[src/rtl/control_sequencer.sv]
// SAP-2 microcoded control sequencer: fetch/decode/execute T-states and datapath strobes.
// Build option: define CONTROL_ILLEGAL_TRAP_EN to trap unassigned opcodes (9-D) into HALT.
module control_sequencer (
    input  logic       clk,
    input  logic       reset,
    input  logic [3:0] opcode,
    input  logic       flag_zero,
    input  logic       flag_carry,
    output logic       pc_inc,
    output logic       pc_load,
    output logic       pc_oe,
    output logic       mar_load,
    output logic       ram_oe,
    output logic       ram_we,
    output logic       ir_load,
    output logic       ir_oe,
    output logic       a_load,
    output logic       a_oe,
    output logic       b_load,
    output logic       alu_sub,
    output logic       alu_oe,
    output logic       out_load,
    output logic       halt,
    output logic       illegal,
    output logic [3:0] t_step
);

    localparam int unsigned OPCODE_WIDTH = 4;
    localparam int unsigned FETCH_STEPS  = 5;
    localparam int unsigned T_WIDTH      = 4;

    localparam logic [OPCODE_WIDTH-1:0] OP_NOP = 4'h0;
    localparam logic [OPCODE_WIDTH-1:0] OP_LDA = 4'h1;
    localparam logic [OPCODE_WIDTH-1:0] OP_ADD = 4'h2;
    localparam logic [OPCODE_WIDTH-1:0] OP_SUB = 4'h3;
    localparam logic [OPCODE_WIDTH-1:0] OP_STA = 4'h4;
    localparam logic [OPCODE_WIDTH-1:0] OP_LDI = 4'h5;
    localparam logic [OPCODE_WIDTH-1:0] OP_JMP = 4'h6;
    localparam logic [OPCODE_WIDTH-1:0] OP_JC  = 4'h7;
    localparam logic [OPCODE_WIDTH-1:0] OP_JZ  = 4'h8;
    localparam logic [OPCODE_WIDTH-1:0] OP_OUT = 4'hE;
    localparam logic [OPCODE_WIDTH-1:0] OP_HLT = 4'hF;

`ifdef CONTROL_ILLEGAL_TRAP_EN
    localparam logic TRAP_EN = 1'b1;
`else
    localparam logic TRAP_EN = 1'b0;
`endif

    typedef enum logic [3:0] {
        S_F0   = 4'd0,
        S_F1   = 4'd1,
        S_F2   = 4'd2,
        S_F3   = 4'd3,
        S_F4   = 4'd4,
        S_E0   = 4'd5,
        S_E1   = 4'd6,
        S_E2   = 4'd7,
        S_E3   = 4'd8,
        S_E4   = 4'd9,
        S_HALT = 4'd10
    } state_t;

    state_t                  state_q, state_d;
    state_t                  exec_last;
    logic [OPCODE_WIDTH-1:0] opcode_q, opcode_d;
    logic [T_WIDTH-1:0]      t_step_q, t_step_d;
    logic                    illegal_q, illegal_d;
    logic                    unassigned;

    assign unassigned = opcode_q inside {[4'h9:4'hD]};

    // Final execute state per opcode; that state is always idle and returns to F0.
    always_comb begin
        exec_last = S_E0;
        case (opcode_q)
            OP_LDI, OP_JMP, OP_JC, OP_JZ, OP_OUT: exec_last = S_E1;
            OP_LDA, OP_STA:                       exec_last = S_E3;
            OP_ADD, OP_SUB:                       exec_last = S_E4;
            default:                              exec_last = S_E0;
        endcase
    end

    always_comb begin
        state_d   = state_q;
        opcode_d  = opcode_q;
        illegal_d = illegal_q;
        case (state_q)
            S_F0: state_d = S_F1;
            S_F1: state_d = S_F2;
            S_F2: state_d = S_F3;
            S_F3: begin
                state_d  = S_F4;
                opcode_d = opcode;
            end
            S_F4: begin
                if (opcode_q == OP_HLT) begin
                    state_d = S_HALT;
                end else if (TRAP_EN && unassigned) begin
                    state_d   = S_HALT;
                    illegal_d = 1'b1;
                end else begin
                    state_d = S_E0;
                end
            end
            S_E0, S_E1, S_E2, S_E3, S_E4: begin
                state_d = (state_q == exec_last) ? S_F0 : state_t'(state_q + 4'd1);
            end
            S_HALT:  state_d = S_HALT;
            default: state_d = S_F0;
        endcase
        if (state_d == S_F0) begin
            t_step_d = '0;
        end else if (t_step_q == T_WIDTH'(15)) begin
            t_step_d = t_step_q;
        end else begin
            t_step_d = t_step_q + T_WIDTH'(1);
        end
    end

    always_ff @(posedge clk) begin
        if (reset) begin
            state_q   <= S_F0;
            opcode_q  <= OP_NOP;
            t_step_q  <= '0;
            illegal_q <= 1'b0;
        end else begin
            state_q   <= state_d;
            opcode_q  <= opcode_d;
            t_step_q  <= t_step_d;
            illegal_q <= illegal_d;
        end
    end

    // Microcode ROM: strobes from registered state and latched opcode, forced quiet in reset.
    always_comb begin
        pc_inc   = 1'b0;
        pc_load  = 1'b0;
        pc_oe    = 1'b0;
        mar_load = 1'b0;
        ram_oe   = 1'b0;
        ram_we   = 1'b0;
        ir_load  = 1'b0;
        ir_oe    = 1'b0;
        a_load   = 1'b0;
        a_oe     = 1'b0;
        b_load   = 1'b0;
        alu_sub  = 1'b0;
        alu_oe   = 1'b0;
        out_load = 1'b0;
        if (!reset) begin
            case (state_q)
                S_F0: begin
                    pc_oe    = 1'b1;
                    mar_load = 1'b1;
                end
                S_F2: begin
                    ram_oe  = 1'b1;
                    ir_load = 1'b1;
                    pc_inc  = 1'b1;
                end
                S_E0: begin
                    case (opcode_q)
                        OP_LDI: begin
                            ir_oe  = 1'b1;
                            a_load = 1'b1;
                        end
                        OP_LDA, OP_STA, OP_ADD, OP_SUB: begin
                            ir_oe    = 1'b1;
                            mar_load = 1'b1;
                        end
                        OP_JMP: begin
                            ir_oe   = 1'b1;
                            pc_load = 1'b1;
                        end
                        OP_JC: begin
                            ir_oe   = flag_carry;
                            pc_load = flag_carry;
                        end
                        OP_JZ: begin
                            ir_oe   = flag_zero;
                            pc_load = flag_zero;
                        end
                        OP_OUT: begin
                            a_oe     = 1'b1;
                            out_load = 1'b1;
                        end
                        default: ;
                    endcase
                end
                S_E2: begin
                    case (opcode_q)
                        OP_LDA: begin
                            ram_oe = 1'b1;
                            a_load = 1'b1;
                        end
                        OP_STA: begin
                            a_oe   = 1'b1;
                            ram_we = 1'b1;
                        end
                        OP_ADD, OP_SUB: begin
                            ram_oe = 1'b1;
                            b_load = 1'b1;
                        end
                        default: ;
                    endcase
                end
                S_E3: begin
                    if (opcode_q == OP_ADD || opcode_q == OP_SUB) begin
                        alu_oe  = 1'b1;
                        a_load  = 1'b1;
                        alu_sub = (opcode_q == OP_SUB);
                    end
                end
                default: ;
            endcase
        end
    end

    assign halt    = (state_q == S_HALT);
    assign illegal = illegal_q;
    assign t_step  = t_step_q;

    a_one_bus_driver: assert property (@(posedge clk) disable iff (reset)
        $onehot0({pc_oe, ram_oe, ir_oe, a_oe, alu_oe}));

    a_exec_entry_step: assert property (@(posedge clk) disable iff (reset)
        (state_q == S_E0) |-> (t_step_q == T_WIDTH'(FETCH_STEPS)));

endmodule

[config.mk]
export PLATFORM = sky130hd
export DESIGN_NAME = control_sequencer
export DESIGN_NICKNAME = d
export VERILOG_FILES = /design/src/rtl/control_sequencer.sv
export SDC_FILE = /design/constraint.sdc
export NUM_CORES = 1
export LEC_CHECK = 0
export ABC_CLOCK_PERIOD_IN_PS = 2100
export BUFFER_PORTS_ARGS = -buffer_cell sky130_fd_sc_hd__buf_2
export CORE_UTILIZATION = 50
export CTS_CLUSTER_SIZE = 30
export DETAILED_ROUTE_END_ITERATION = 16
export GPL_ROUTABILITY_DRIVEN = 0
export PLACE_DENSITY = 0.75
export SLEW_MARGIN = 30
export SYNTH_ARGS = -nofsm -noshare
export SYNTH_HDL_FRONTEND = slang
export SYNTH_SLANG_ARGS = --single-unit
[constraint.sdc]
create_clock -name clk -period 2.1 [get_ports clk]
set_clock_uncertainty 0.1 [all_clocks]
set_input_delay 0.21 -clock clk [delete_from_list [all_inputs] [get_ports clk]]
set_output_delay 0.21 -clock clk [all_outputs]
set_load 0.1 [all_outputs]
==> results by group <==
Setup path
  • Startpoint Class: flip-flop
  • RR Endpoint: t_step[1]$_SDFFE_PP0P_
  • Worst Setup EP: t_step[1]$_SDFFE_PP0P_
  • R2R cell count: 8
  • Worst path required time: between 2 and 2.5 ns
  • R2R Path Start: state_q[1]$_SDFF_PP0_
  • Nature of the critical path endpoint: flip-flop
  • Crit path arrival time: around 2.1 ns
  • Critical Path Start: state_q[1]$_SDFF_PP0_
  • CP max FO: 7
  • R2R setup slack: 0.04 ns
  • Type of the worst setup path: flip-flop to flip-flop

Synthesis
  • Syn. warnings: 0
  • Yosys top cell area share: 25.73%
  • Synth Instances: roughly 160
  • Syn avg cell area: ~7.8 sq um
  • Cell Area, Synth: ~0.0012 sq mm
  • Yosys reg bits: 16
  • Yosys top cell by area: dfxtp_1
  • Main synth FF type: dfxtp_1
  • EDFF count, synth: 0
  • Synth Net Count: around 170
  • Ys async rst share: 0%
  • Area contributors post-synth: dfxtp_1, nor2_1, nor3_1, ha_1, mux2i_1
  • Seq/Total Area, Yosys: 25.73%
  • Unique masters post-synth: 52

GRT
  • Vias in the first global route: roughly 1,200
  • First-pass GRT wire length: 5147 um
  • Layer with the highest usage: met2
  • Routing usage on met1: 29.82%
  • Grt met3 use: 4.094%
  • Largest net degree at the start of global routing: 16
  • Global-route met2 utilization: 44.66%
  • Total grt overflow: 0
  • Initial antenna violation count: 0
  • Tot GR Track Use: 24.85%

Die
  • Die width: just over 50 um
  • Die Area: approximately 0.0027 sq mm
  • Die height: approximately 52 um
  • Rows: 17
  • Initial Utilization: 54.70%
  • Core Box Area: between 0.002 and 0.0025 sq mm
  • I/O pin cnt: 28

Clock tree
  • CTS Buffer Depth: 2
  • CTS HTree Levels: 1
  • CTS clk-pin slew, worst paths: about 0.10 ns
  • Root Buffer: clkbuf_4
  • Cts hold-fix bufs: 0
  • Num CTS Buffers: 3
  • Sinks on Clock Net: 16
  • Clk_lat worst skew: 0.28 ns
  • CTS tree: done

Drt
  • TritonRoute pass-1 iters: 4
  • Vias per inst: ~6
  • Drt first-iter violations: 25
  • Antenna Nets Post-Route: 0
  • Total number of vias: between 1,000 and 1,500
  • Residual DRC count: 0
  • WL final: about 3300 um
  • Drt wl/cell: 15.13 um

STA
  • Tmin final: roughly 2 ns
  • Slew Limit Fails: 0
  • Worst hold slack: 0.09878 ns
  • Unrepaired setup endpoints after global routing: yes
  • Final setup violation count: 0
  • Maximum clock rate: about 490 MHz
  • Final Cycle Share: 97.90%
  • Fin. Hold Viols: 0

Cells and area
  • FF/Latch Area: about 340 sq um
  • Finished layout cell area: between 0.0015 and 0.002 sq mm
  • Count of non-filler cells in the finished layout: around 220
  • Multi-input gate area: between 0.001 and 0.0015 sq mm
  • Area Growth Syn to Fin: 51.05%
  • Fillcell total: around 160
  • Layout cells sized above 1: between 40% and 50%
  • Fin util: just over 80%
  • # nets final: slightly above 200
  • ANT cells: 0

Run
  • Maxcap violations: 0

Placed design
  • IO buf count: 26
  • Inst Count DP: approximately 210
  • Post-DP Area: 0.001765 sq mm
  • HPWL Detailed: between 2000 and 2500 um

Pwr
  • Worst IR Drop VDD: roughly 0.72 mV
  • Leak pwr: ~0.00074 uW
  • PD cells: about 640 mW/mm^2

Run status
  • Status: completed

Worst hold path
  • Worst min path class: primary input to flip-flop
critical path, cell delays in order, from the launching register on:
cell and delay, ns:
dfxtp_4 0.42, ha_4 0.16, buf_8 0.11, buf_4 0.13, nor4bb_1 0.34, nor3_1 0.13, o41ai_1 0.30, buf_4 0.19
nor3_1 0.05
cells in the mapped netlist (2+ instances only):
library cell / n
or3_1: 2
o21bai_1: 2
nor2b_1: 5
o41ai_1: 2
inv_1: 7
nor3b_1: 2
o21ai_0: 3
o22ai_1: 2
nand3_1: 9
buf_6: 2
nand3b_1: 2
buf_1: 2
buf_2: 3
xor2_1: 2
nor2_1: 19
nand2b_1: 4
xnor2_1: 6
nand4_1: 2
mux2i_1: 6
ha_1: 5
or2_2: 3
a32oi_1: 2
clkbuf_1: 4
buf_4: 2
dfxtp_1: 16
nor3_1: 13
nand2_1: 7
cell families (layout without fill, tap and decap cells):
family | Yosys count | count (layout) | share of synthesized area [%]
AND/OR/NAND/NOR | 77 | 77 | 33.37
AO/OA/AOI/OAI | 24 | 24 | 14.98
other | 1 | 1 | 0.3012
XOR/XNOR | 8 | 8 | 5.628
flip-flops | 16 | 16 | 25.73
buffers and inverters | 20 | 51 | 8.140
multiplexers | 8 | 8 | 6.834
adder cells (fa/ha/maj) | 5 | 5 | 5.025
registers in the layout, summed over array words and instances (netlist names):
name and count:
opcode_q 4, state_q 4, exec_last 4, t_step 4
metrics by stage:
| step | power [uW] | setup TNS (ns) | setup WS (ns) |
|---|---|---|---|
| 4_1_cts | 1188 | 0 | 0.01330 |
| 6_report | 1210 | 0 | 0.04419 |
| 3_5_place_dp | 1012 | 0 | 0.1514 |
| 5_1_grt | 1273 | -0.01651 | -0.008271 |
| 2_1_floorplan | 889.6 | -0.4629 | -0.1419 |
| 3_3_place_gp | 994.5 | 0 | 0.2363 |
how the worst min path moves through the flow:
stage	startpoint	endpoint	slack, ns	cells past startpoint
2_1_floorplan	opcode[1]	opcode_q[1]$_SDFFE_PP0N_	0.26	2
3_3_place_gp	reset	state_q[3]$_SDFF_PP0_	0.38	2
3_5_place_dp	opcode[1]	opcode_q[1]$_SDFFE_PP0N_	0.40	3
4_1_cts	reset	state_q[2]$_SDFF_PP0_	0.09	2
5_1_grt	reset	state_q[2]$_SDFF_PP0_	0.1	2
6_report	reset	state_q[2]$_SDFF_PP0_	0.1	2
metal layers:
layer  share of wire [%]  wire length [um]
met3                 6.3               207
met5                   0                 0
met1                  41              1346
met2                  51              1681
met4                 1.9                64
cell type report:
type / instances / share of cell area, %
clock buffer: 3 / 1.198
sequential: 16 / 18.03
timing repair buffer: 40 / 23.29
tap: 28 / 1.863
clock inverter: 1 / 0.1996
inverter: 7 / 1.863
multi-input combinational: 123 / 53.56
where the power goes:
part	internal (uW)	leakage [uW]	switching, uW
clock network	68.8	0.0000154	95.5
logic	234	0.000591	410
registers	344	0.000135	57.8
total	646	0.000741	563
cells in the final DEF, fill, tap and decap left out, types with 2 or more instances in the layout:
cell type,synthesis,layout
xnor2_1,6,6
nand3_2,0,2
nor2_1,19,14
nor3_4,0,2
or2_4,0,3
ha_4,0,3
inv_1,7,4
buf_2,3,13
o21bai_1,2,2
nor2_2,0,3
nor2_4,0,2
xor2_1,2,2
dfxtp_4,0,4
buf_4,2,13
nor2b_1,5,3
o41ai_1,2,2
nand4_1,2,2
a32oi_1,2,2
nand2b_1,4,3
ha_1,5,2
nand3_1,9,6
dfxtp_2,0,3
clkbuf_4,0,3
or3_1,2,2
nor3_1,13,11
nand2_1,7,7
mux2i_1,6,6
buf_12,0,13
dfxtp_1,16,9
nor2b_4,0,2
inv_4,0,2
o22ai_1,2,2
nand3b_1,2,2
o21ai_0,3,3
timing repair:
action,CTS,global route
resized for setup,5,9
pin swaps,1,4
setup endpoints to repair,6,5
buffers inserted,3,3
No activity file was read; power rests on OpenSTA's default activity.
